[src/rtl/bus_arbiter.sv]
// -----------------------------------------------------------------------------
// bus_arbiter
//
// Shares a single memory port between an instruction-fetch requester (if_*)
// and a load/store requester (ls_*). At most one bus transaction is in flight.
// A three-state FSM (IDLE -> REQ -> WAIT -> IDLE) sequences each transaction:
//   IDLE : pick a winner and latch its command into the bus registers
//   REQ  : bus_req_o is high; the owner's gnt_o mirrors bus_gnt_i
//   WAIT : the first bus_rvalid_i is routed back to the owner
// When both requesters ask at once, the one that did not own the previous
// transaction wins; the owner register comes out of reset as load/store, so
// fetch wins the first tie.
//
// Ports
//   clk, reset            clock, asynchronous active-low reset
//   if_req_i/if_addr_i    fetch read request and address
//   if_gnt_o/if_rvalid_o/if_rdata_o/if_err_o   fetch acceptance and response
//   ls_req_i/ls_we_i/ls_addr_i/ls_wdata_i/ls_wstrb_i   load/store command
//   ls_gnt_o/ls_rvalid_o/ls_rdata_o/ls_err_o   load/store acceptance/response
//   bus_req_o/bus_we_o/bus_addr_o/bus_wdata_o/bus_wstrb_o   shared command
//   bus_gnt_i/bus_rvalid_i/bus_rdata_i/bus_err_i            shared response
//
// Optional feature
//   BUS_ARB_TIMEOUT_EN : when defined, a WAIT that lasts TIMEOUT_CYC cycles
//   without a response is closed with an error response to the owner.
// -----------------------------------------------------------------------------
`ifndef XLEN
`define XLEN 32
`endif

module bus_arbiter #(
  parameter int ADDR_W      = 32,
  parameter int DATA_W      = `XLEN,
  parameter int TIMEOUT_CYC = 255
) (
  input  logic                clk,
  input  logic                reset,
  input  logic                if_req_i,
  input  logic [ADDR_W-1:0]   if_addr_i,
  output logic                if_gnt_o,
  output logic                if_rvalid_o,
  output logic [DATA_W-1:0]   if_rdata_o,
  output logic                if_err_o,
  input  logic                ls_req_i,
  input  logic                ls_we_i,
  input  logic [ADDR_W-1:0]   ls_addr_i,
  input  logic [DATA_W-1:0]   ls_wdata_i,
  input  logic [DATA_W/8-1:0] ls_wstrb_i,
  output logic                ls_gnt_o,
  output logic                ls_rvalid_o,
  output logic [DATA_W-1:0]   ls_rdata_o,
  output logic                ls_err_o,
  output logic                bus_req_o,
  output logic                bus_we_o,
  output logic [ADDR_W-1:0]   bus_addr_o,
  output logic [DATA_W-1:0]   bus_wdata_o,
  output logic [DATA_W/8-1:0] bus_wstrb_o,
  input  logic                bus_gnt_i,
  input  logic                bus_rvalid_i,
  input  logic [DATA_W-1:0]   bus_rdata_i,
  input  logic                bus_err_i
);

  localparam int STRB_W = DATA_W / 8;

  localparam logic OWN_IF = 1'b0;
  localparam logic OWN_LS = 1'b1;

  typedef enum logic [1:0] {
    IDLE = 2'd0,
    REQ  = 2'd1,
    WAIT = 2'd2
  } state_t;

  if (TIMEOUT_CYC < 1) begin : g_bad_timeout
    $error("bus_arbiter: TIMEOUT_CYC must be at least 1");
  end

  state_t              state_q, state_d;
  logic                owner_q, owner_d;      // current / last owner
  logic                bus_req_q, bus_req_d;
  logic                bus_we_q, bus_we_d;
  logic [ADDR_W-1:0]   bus_addr_q, bus_addr_d;
  logic [DATA_W-1:0]   bus_wdata_q, bus_wdata_d;
  logic [STRB_W-1:0]   bus_wstrb_q, bus_wstrb_d;

  logic                winner_s;
  logic                resp_s;   // real response accepted this cycle
  logic                tmo_s;    // synthetic timeout response this cycle
  logic                done_s;

  // A response only counts while a transaction is actually waiting for one.
  assign resp_s = (state_q == WAIT) && bus_rvalid_i;
  assign done_s = resp_s || tmo_s;

`ifdef BUS_ARB_TIMEOUT_EN
  localparam int CNT_W = ($clog2(TIMEOUT_CYC + 1) > 8) ? $clog2(TIMEOUT_CYC + 1) : 8;

  logic [CNT_W-1:0] cnt_q, cnt_d;

  // WAIT-cycle counter: held at zero outside WAIT, so it is clear on WAIT entry.
  always_comb begin
    cnt_d = {CNT_W{1'b0}};
    tmo_s = 1'b0;
    if (state_q == WAIT) begin
      cnt_d = cnt_q + CNT_W'(1'b1);
      // A genuine response in the same cycle takes precedence over the timeout.
      tmo_s = !bus_rvalid_i && (cnt_q == CNT_W'(TIMEOUT_CYC));
    end else begin
      cnt_d = {CNT_W{1'b0}};
      tmo_s = 1'b0;
    end
  end

  // Timeout counter register.
  always_ff @(posedge clk or negedge reset) begin
    if (!reset) begin
      cnt_q <= {CNT_W{1'b0}};
    end else begin
      cnt_q <= cnt_d;
    end
  end
`else
  assign tmo_s = 1'b0;
`endif

  // Next-state, round-robin pick and command latch.
  always_comb begin
    state_d     = state_q;
    owner_d     = owner_q;
    bus_we_d    = bus_we_q;
    bus_addr_d  = bus_addr_q;
    bus_wdata_d = bus_wdata_q;
    bus_wstrb_d = bus_wstrb_q;
    winner_s    = owner_q;

    // On a tie the requester that did not own the last transaction wins.
    if (if_req_i && ls_req_i) begin
      winner_s = (owner_q == OWN_LS) ? OWN_IF : OWN_LS;
    end else if (if_req_i) begin
      winner_s = OWN_IF;
    end else begin
      winner_s = OWN_LS;
    end

    case (state_q)
      IDLE: begin
        if (if_req_i || ls_req_i) begin
          state_d = REQ;
          owner_d = winner_s;
          if (winner_s == OWN_IF) begin
            // Fetches are always plain reads.
            bus_we_d    = 1'b0;
            bus_addr_d  = if_addr_i;
            bus_wdata_d = {DATA_W{1'b0}};
            bus_wstrb_d = {STRB_W{1'b0}};
          end else begin
            bus_we_d    = ls_we_i;
            bus_addr_d  = ls_addr_i;
            bus_wdata_d = ls_wdata_i;
            bus_wstrb_d = ls_wstrb_i;
          end
        end else begin
          state_d = IDLE;
        end
      end
      REQ: begin
        // The latched command stays on the bus even if the requester drops req.
        if (bus_gnt_i) begin
          state_d = WAIT;
        end else begin
          state_d = REQ;
        end
      end
      WAIT: begin
        if (done_s) begin
          state_d = IDLE;
        end else begin
          state_d = WAIT;
        end
      end
      default: begin
        state_d = IDLE;
      end
    endcase

    bus_req_d = (state_d == REQ);
  end

  // FSM state, owner and registered bus command.
  always_ff @(posedge clk or negedge reset) begin
    if (!reset) begin
      state_q     <= IDLE;
      owner_q     <= OWN_LS;
      bus_req_q   <= 1'b0;
      bus_we_q    <= 1'b0;
      bus_addr_q  <= {ADDR_W{1'b0}};
      bus_wdata_q <= {DATA_W{1'b0}};
      bus_wstrb_q <= {STRB_W{1'b0}};
    end else begin
      state_q     <= state_d;
      owner_q     <= owner_d;
      bus_req_q   <= bus_req_d;
      bus_we_q    <= bus_we_d;
      bus_addr_q  <= bus_addr_d;
      bus_wdata_q <= bus_wdata_d;
      bus_wstrb_q <= bus_wstrb_d;
    end
  end

  assign bus_req_o   = bus_req_q;
  assign bus_we_o    = bus_we_q;
  assign bus_addr_o  = bus_addr_q;
  assign bus_wdata_o = bus_wdata_q;
  assign bus_wstrb_o = bus_wstrb_q;

  // Grants and responses are steered to the owner only; the other side sees 0.
  assign if_gnt_o    = (state_q == REQ) && (owner_q == OWN_IF) && bus_gnt_i;
  assign ls_gnt_o    = (state_q == REQ) && (owner_q == OWN_LS) && bus_gnt_i;

  assign if_rvalid_o = done_s && (owner_q == OWN_IF);
  assign ls_rvalid_o = done_s && (owner_q == OWN_LS);

  assign if_err_o    = (owner_q == OWN_IF) && (tmo_s || (resp_s && bus_err_i));
  assign ls_err_o    = (owner_q == OWN_LS) && (tmo_s || (resp_s && bus_err_i));

  // Read data is zero on a timeout and whenever no response is being returned.
  assign if_rdata_o  = (resp_s && (owner_q == OWN_IF)) ? bus_rdata_i : {DATA_W{1'b0}};
  assign ls_rdata_o  = (resp_s && (owner_q == OWN_LS)) ? bus_rdata_i : {DATA_W{1'b0}};

endmodule

[config.mk]
export PLATFORM = sky130hd
export DESIGN_NAME = bus_arbiter
export DESIGN_NICKNAME = d
export VERILOG_FILES = /design/src/rtl/bus_arbiter.sv
export SDC_FILE = /design/constraint.sdc
export NUM_CORES = 1
export LEC_CHECK = 0
export ABC_AREA = 1
export CELL_PAD_IN_SITES_DETAIL_PLACEMENT = 0
export CELL_PAD_IN_SITES_GLOBAL_PLACEMENT = 1
export CORE_MARGIN = 5
export CORE_UTILIZATION = 22
export DETAILED_ROUTE_END_ITERATION = 10
export PLACE_DENSITY_LB_ADDON = 0.25
export SKIP_LAST_GASP = 1
export SLEW_MARGIN = 0
export SYNTH_ARGS = -nofsm -noshare
export SYNTH_HDL_FRONTEND = slang
export SYNTH_SLANG_ARGS = --single-unit
[constraint.sdc]
create_clock -name clk -period 1.6 [get_ports clk]
set_input_delay 0.16 -clock clk [delete_from_list [all_inputs] [get_ports clk]]
set_output_delay 0.16 -clock clk [all_outputs]
set_load 0.005 [all_outputs]
==> run_results.csv <==
group,metric,value,unit
sta,setup_viol,66,
floorplanning,dieHeight,142.4,µm
critical_path,timing.critical_path.slowest_cell_delay,0.54,ns
drt,detailroute.via_count,4662,
flow_run,drv_cap,0,
yosys,synth_compound_area_share,0.7136,%
pwr,power.sequential.fraction,29.4,%
grt,grt_pass1_wl,24.44,mm
yosys,netlist.top_cell.by_area,"sky130_fd_sc_hd__dfrtp_1",
yosys,portion_of_netlist_area_occupied_by_mux_cells,0,%
sta,rsz0062_at_grt,"yes",
yosys,post_synth.cell_area_avg,6.852,µm²
critical_path,timing.critical_path.from,"owner_q$_DFFE_PN1P_",
critical_path,timing.critical_path.slowest_stage_cell,"sky130_fd_sc_hd__dfstp_2",
drt,ant_nets,0,
yosys,syn-instance-count,563,
pwr,power_switching,3.884,mW
yosys,synth_sequential_area_ratio,47.39,%
yosys,fraction_of_the_mapped_netlist_area_in_adder_cells,0,%
yosys,ys_warnings,0,
finish,design.final.nets,997,
floorplanning,die_area,0.02028,mm²
finish,synthToLayoutAreaGrowth,98.25,%
sta,max_slew_margin,67.74,%
drt,detail_route.drc_violations,0,
pwr,p_leak,3.962,nW
pwr,p_int,6.920,mW
sta,layout_worst_path_cycle_share,111.6,%
clock_tree,tritoncts.num_buffers,9,
sta,least_setup_slack_across_all_paths_after_layout,-0.1859,ns
critical_path,data_required_time_of_the_critical_path,1.44,ns
place,port-buffer-count,279,
yosys,synth.most_common_cell,"sky130_fd_sc_hd__nand2_1",
floorplanning,start_util,22.38,%
floorplanning,dieWidth,142.4,µm
sta,hold_violations,0,
yosys,synth-async-reset-ratio,100.0,%
critical_path,cp_data_arrival_time,1.63,ns
sta,setup-tns-final,-8.500,ns
drt,via_per_inst,4.277,
critical_path,critical_path.endpoint_type,"output pin",
clock_tree,ctsLongestPathBuffers,2,
yosys,synthesis.nets,703,
clock_tree,h_tree_lvls,3,
yosys,yosys-top-cells-count,"sky130_fd_sc_hd__nand2_1 (174), sky130_fd_sc_hd__nand3_1 (103), sky130_fd_sc_hd__inv_1 (101)",
yosys,synth.top_cell.area_share,46.71,%
clock_tree,clock_latency_late_sink,0.33,ns
sta,slew_violations,0,
status,failing_checks,"negative setup slack",
yosys,synth_top_flop_cell,"sky130_fd_sc_hd__dfrtp_1",
drt,postRouteWirelength,17.65,mm
floorplanning,fp.coreArea,0.01724,mm²
clock_tree,clock_sink_count,73,
sta,layout_min_cycle_time,1.786,ns
drt,detailedRoute.firstPassIterationCount,4,
clock_tree,clock_tree_from_tritoncts,"built",
critical_path,ff2ff_path_depth,9,
yosys,synth-xor-area-share,0,%
place,dp_hpwl,12.47,mm
yosys,largest_family_of_logic_cells_by_synthesized_area,"simple AND/OR/NAND/NOR gates",
finish,final_area,0.007647,mm²
finish,share_of_post_route_cells_with_drive_strength_above_1,21.58,%
critical_path,timing.setup.critical_path_class,"reg -> out",
critical_path,worst_path_fanout_max,8,
clock_tree,clk_transition_reported_paths,0.06,ns
yosys,synth_top_cells_by_area,"sky130_fd_sc_hd__dfrtp_1 (47%), sky130_fd_sc_hd__nand2_1 (17%), sky130_fd_sc_hd__nand3_1 (13%), sky130_fd_sc_hd__inv_1 (9.8%), sky130_fd_sc_hd__nor2_1 (6.8%)",
status,result_of_the_run,"complete, but fails checks",
pwr,switching_share,35.95,%
place,post_dp_cell_area,0.007013,mm²
yosys,ys_types,14,
sta,timing_worst_slew_pin_value,0.4840,ns
sta,clock-skew-final,0.003963,ns
grt,antenna_found_initial,3,
yosys,yosys.area_share.simple,37.56,%
critical_path,regToRegStartpoint,"state_q[0]$_DFF_PN0_",
critical_path,critPathLaunchType,"flop",
hold_path,hold_path_class,"in -> async",
place,finalWeightedCongestion,0.9315,
floorplanning,placement_rows,48,
clock_tree,clockRootBuffer,"sky130_fd_sc_hd__clkbuf_16",
grt,first_global_vias,4447,
grt,overflow,0,
critical_path,r2r_slack,0.09,ns
floorplanning,design.portCount,280,
grt,grt_use_total,15.46,%
critical_path,regToRegEndpoint,"bus_addr_o[24]$_DFFE_PN0P_",
critical_path,crit_path_cell_trace,"inv_2 > nor2_4 > clkinv_4 > clkbuf_16 > nor2_2 > clkbuf_2",
pwr,irDropWorstVdd,0.5752,mV
pwr,pwr-share-clk,19.4,%
yosys,count_of_flip_flops_with_a_built_in_enable_after_synthesis,0,
yosys,synth-seq-cells,73,
drt,dr.first_iter.drc_count,164,
pwr,power.share.combinational,51.2,%
pwr,powerDensity,1413,mW/mm²
sta,peak_clock_frequency_supported_by_timing,0.5599,GHz
drt,wire_per_inst,16.19,µm
yosys,synth_area,0.003857,mm²
grt,largest_net_degree_at_the_start_of_global_routing,56,
critical path, delay by kind of cell (launching register included):
family / cells / cell delay [ns]
flip-flops: 1 / 0.54
buffers and inverters: 4 / 0.50
AND/OR/NAND/NOR: 2 / 0.24
final cells by class:
type / count / area, µm²
Tap cell: 225 / 281.5
Multi-Input combinational cell: 353 / 1819
Clock inverter: 3 / 47.55
Sequential cell: 73 / 1828
Fill cell: 1728 / 9589
Antenna cell: 3 / 7.507
Inverter: 103 / 399.1
Clock buffer: 13 / 260.3
Timing Repair Buffer: 317 / 3004
per-stage QoR:
stage	instances	hold WS (ns)	setup slack, ns	util (%)	power [mW]
final	1090	0.3295	-0.1859	44.37	10.80
after global routing	1090	0.3708	-0.2459	44.37	11.61
after CTS	1079	0.3340	-0.2119	43.10	10.55
after detailed placement	1056	0.1518	-0.4413	40.69	8.369
after global placement	1056	0.1427	-0.4241	40.69	8.313
after floorplan	563	-0.1356	0.3294	-	5.122
power groups by stage:
stage / Clock (mW) / Combinational (mW) / Sequential [mW]
2_1_floorplan: 0 / 1.90 / 3.23
3_3_place_gp: 0 / 5.15 / 3.16
3_5_place_dp: 0 / 5.18 / 3.19
4_1_cts: 2.15 / 5.22 / 3.18
5_1_grt: 2.23 / 6.08 / 3.29
6_report: 2.09 / 5.53 / 3.18
flip-flops by register name, indices dropped and copies added (netlist names):
| name | flops |
|---|---|
| bus_addr_o | 32 |
| bus_wdata_o | 32 |
| bus_wstrb_o | 4 |
| state_q | 2 |
| bus_req_o | 1 |
| bus_we_o | 1 |
| owner_q | 1 |
worst max path at each step:
stage | endpoint | slack, ns | depth (start not counted)
3_5_place_dp | ls_rdata_o[31] | -0.44 | 7
3_3_place_gp | ls_rdata_o[31] | -0.42 | 7
2_1_floorplan | ls_rdata_o[10] | 0.33 | 5
4_1_cts | if_err_o | -0.21 | 7
6_report | ls_rdata_o[6] | -0.19 | 6
5_1_grt | ls_rdata_o[6] | -0.25 | 6
logic make-up after synthesis:
family / Yosys count
flip-flops: 73
AO/OA/AOI/OAI: 4
AND/OR/NAND/NOR: 349
buffers and inverters: 137
cells in the final DEF (no fill, tap or decap):
cell type,synthesis,routed
sky130_fd_sc_hd__buf_12,0,6
sky130_fd_sc_hd__buf_16,0,2
sky130_fd_sc_hd__buf_2,31,50
sky130_fd_sc_hd__buf_4,0,21
sky130_fd_sc_hd__buf_6,0,12
sky130_fd_sc_hd__bufinv_16,0,1
sky130_fd_sc_hd__clkbuf_1,1,2
sky130_fd_sc_hd__clkbuf_16,0,14
sky130_fd_sc_hd__clkbuf_2,0,10
sky130_fd_sc_hd__clkbuf_8,0,2
sky130_fd_sc_hd__clkdlybuf4s15_1,0,1
sky130_fd_sc_hd__clkdlybuf4s50_1,0,208
sky130_fd_sc_hd__clkinv_4,0,3
sky130_fd_sc_hd__dfrtp_1,72,72
sky130_fd_sc_hd__dfstp_2,1,1
sky130_fd_sc_hd__diode_2,0,3
sky130_fd_sc_hd__dlygate4sd2_1,0,1
sky130_fd_sc_hd__dlygate4sd3_1,0,1
sky130_fd_sc_hd__inv_1,101,97
sky130_fd_sc_hd__inv_2,2,3
sky130_fd_sc_hd__inv_4,0,1
sky130_fd_sc_hd__inv_6,0,1
sky130_fd_sc_hd__nand2_1,174,171
sky130_fd_sc_hd__nand2_2,0,3
sky130_fd_sc_hd__nand3_1,103,101
sky130_fd_sc_hd__nand3_4,0,2
sky130_fd_sc_hd__nor2_1,70,18
sky130_fd_sc_hd__nor2_2,1,17
sky130_fd_sc_hd__nor2_4,1,37
sky130_fd_sc_hd__o21ai_0,1,1
sky130_fd_sc_hd__o31ai_1,3,3
layer usage:
metal | vias up | GRT usage (%) | wire length, µm
li1 | 2271 | - | -
met1 | 2157 | 16.92 | 6441
met2 | 204 | 27.60 | 9163
met3 | 30 | 4.940 | 1591
met4 | 0 | 6.403 | 448
met5 | - | 0 | 0
timing repair:
item,CTS,global route
hold buffers,1,0
endpoints found under the hold margin,33,0
gates resized for setup,169,214
pin swaps,2,5
endpoints found under the setup margin,70,119
cloned,2,5
setup buffers,4,7
Note: power is estimated with default switching activity, not from simulation.
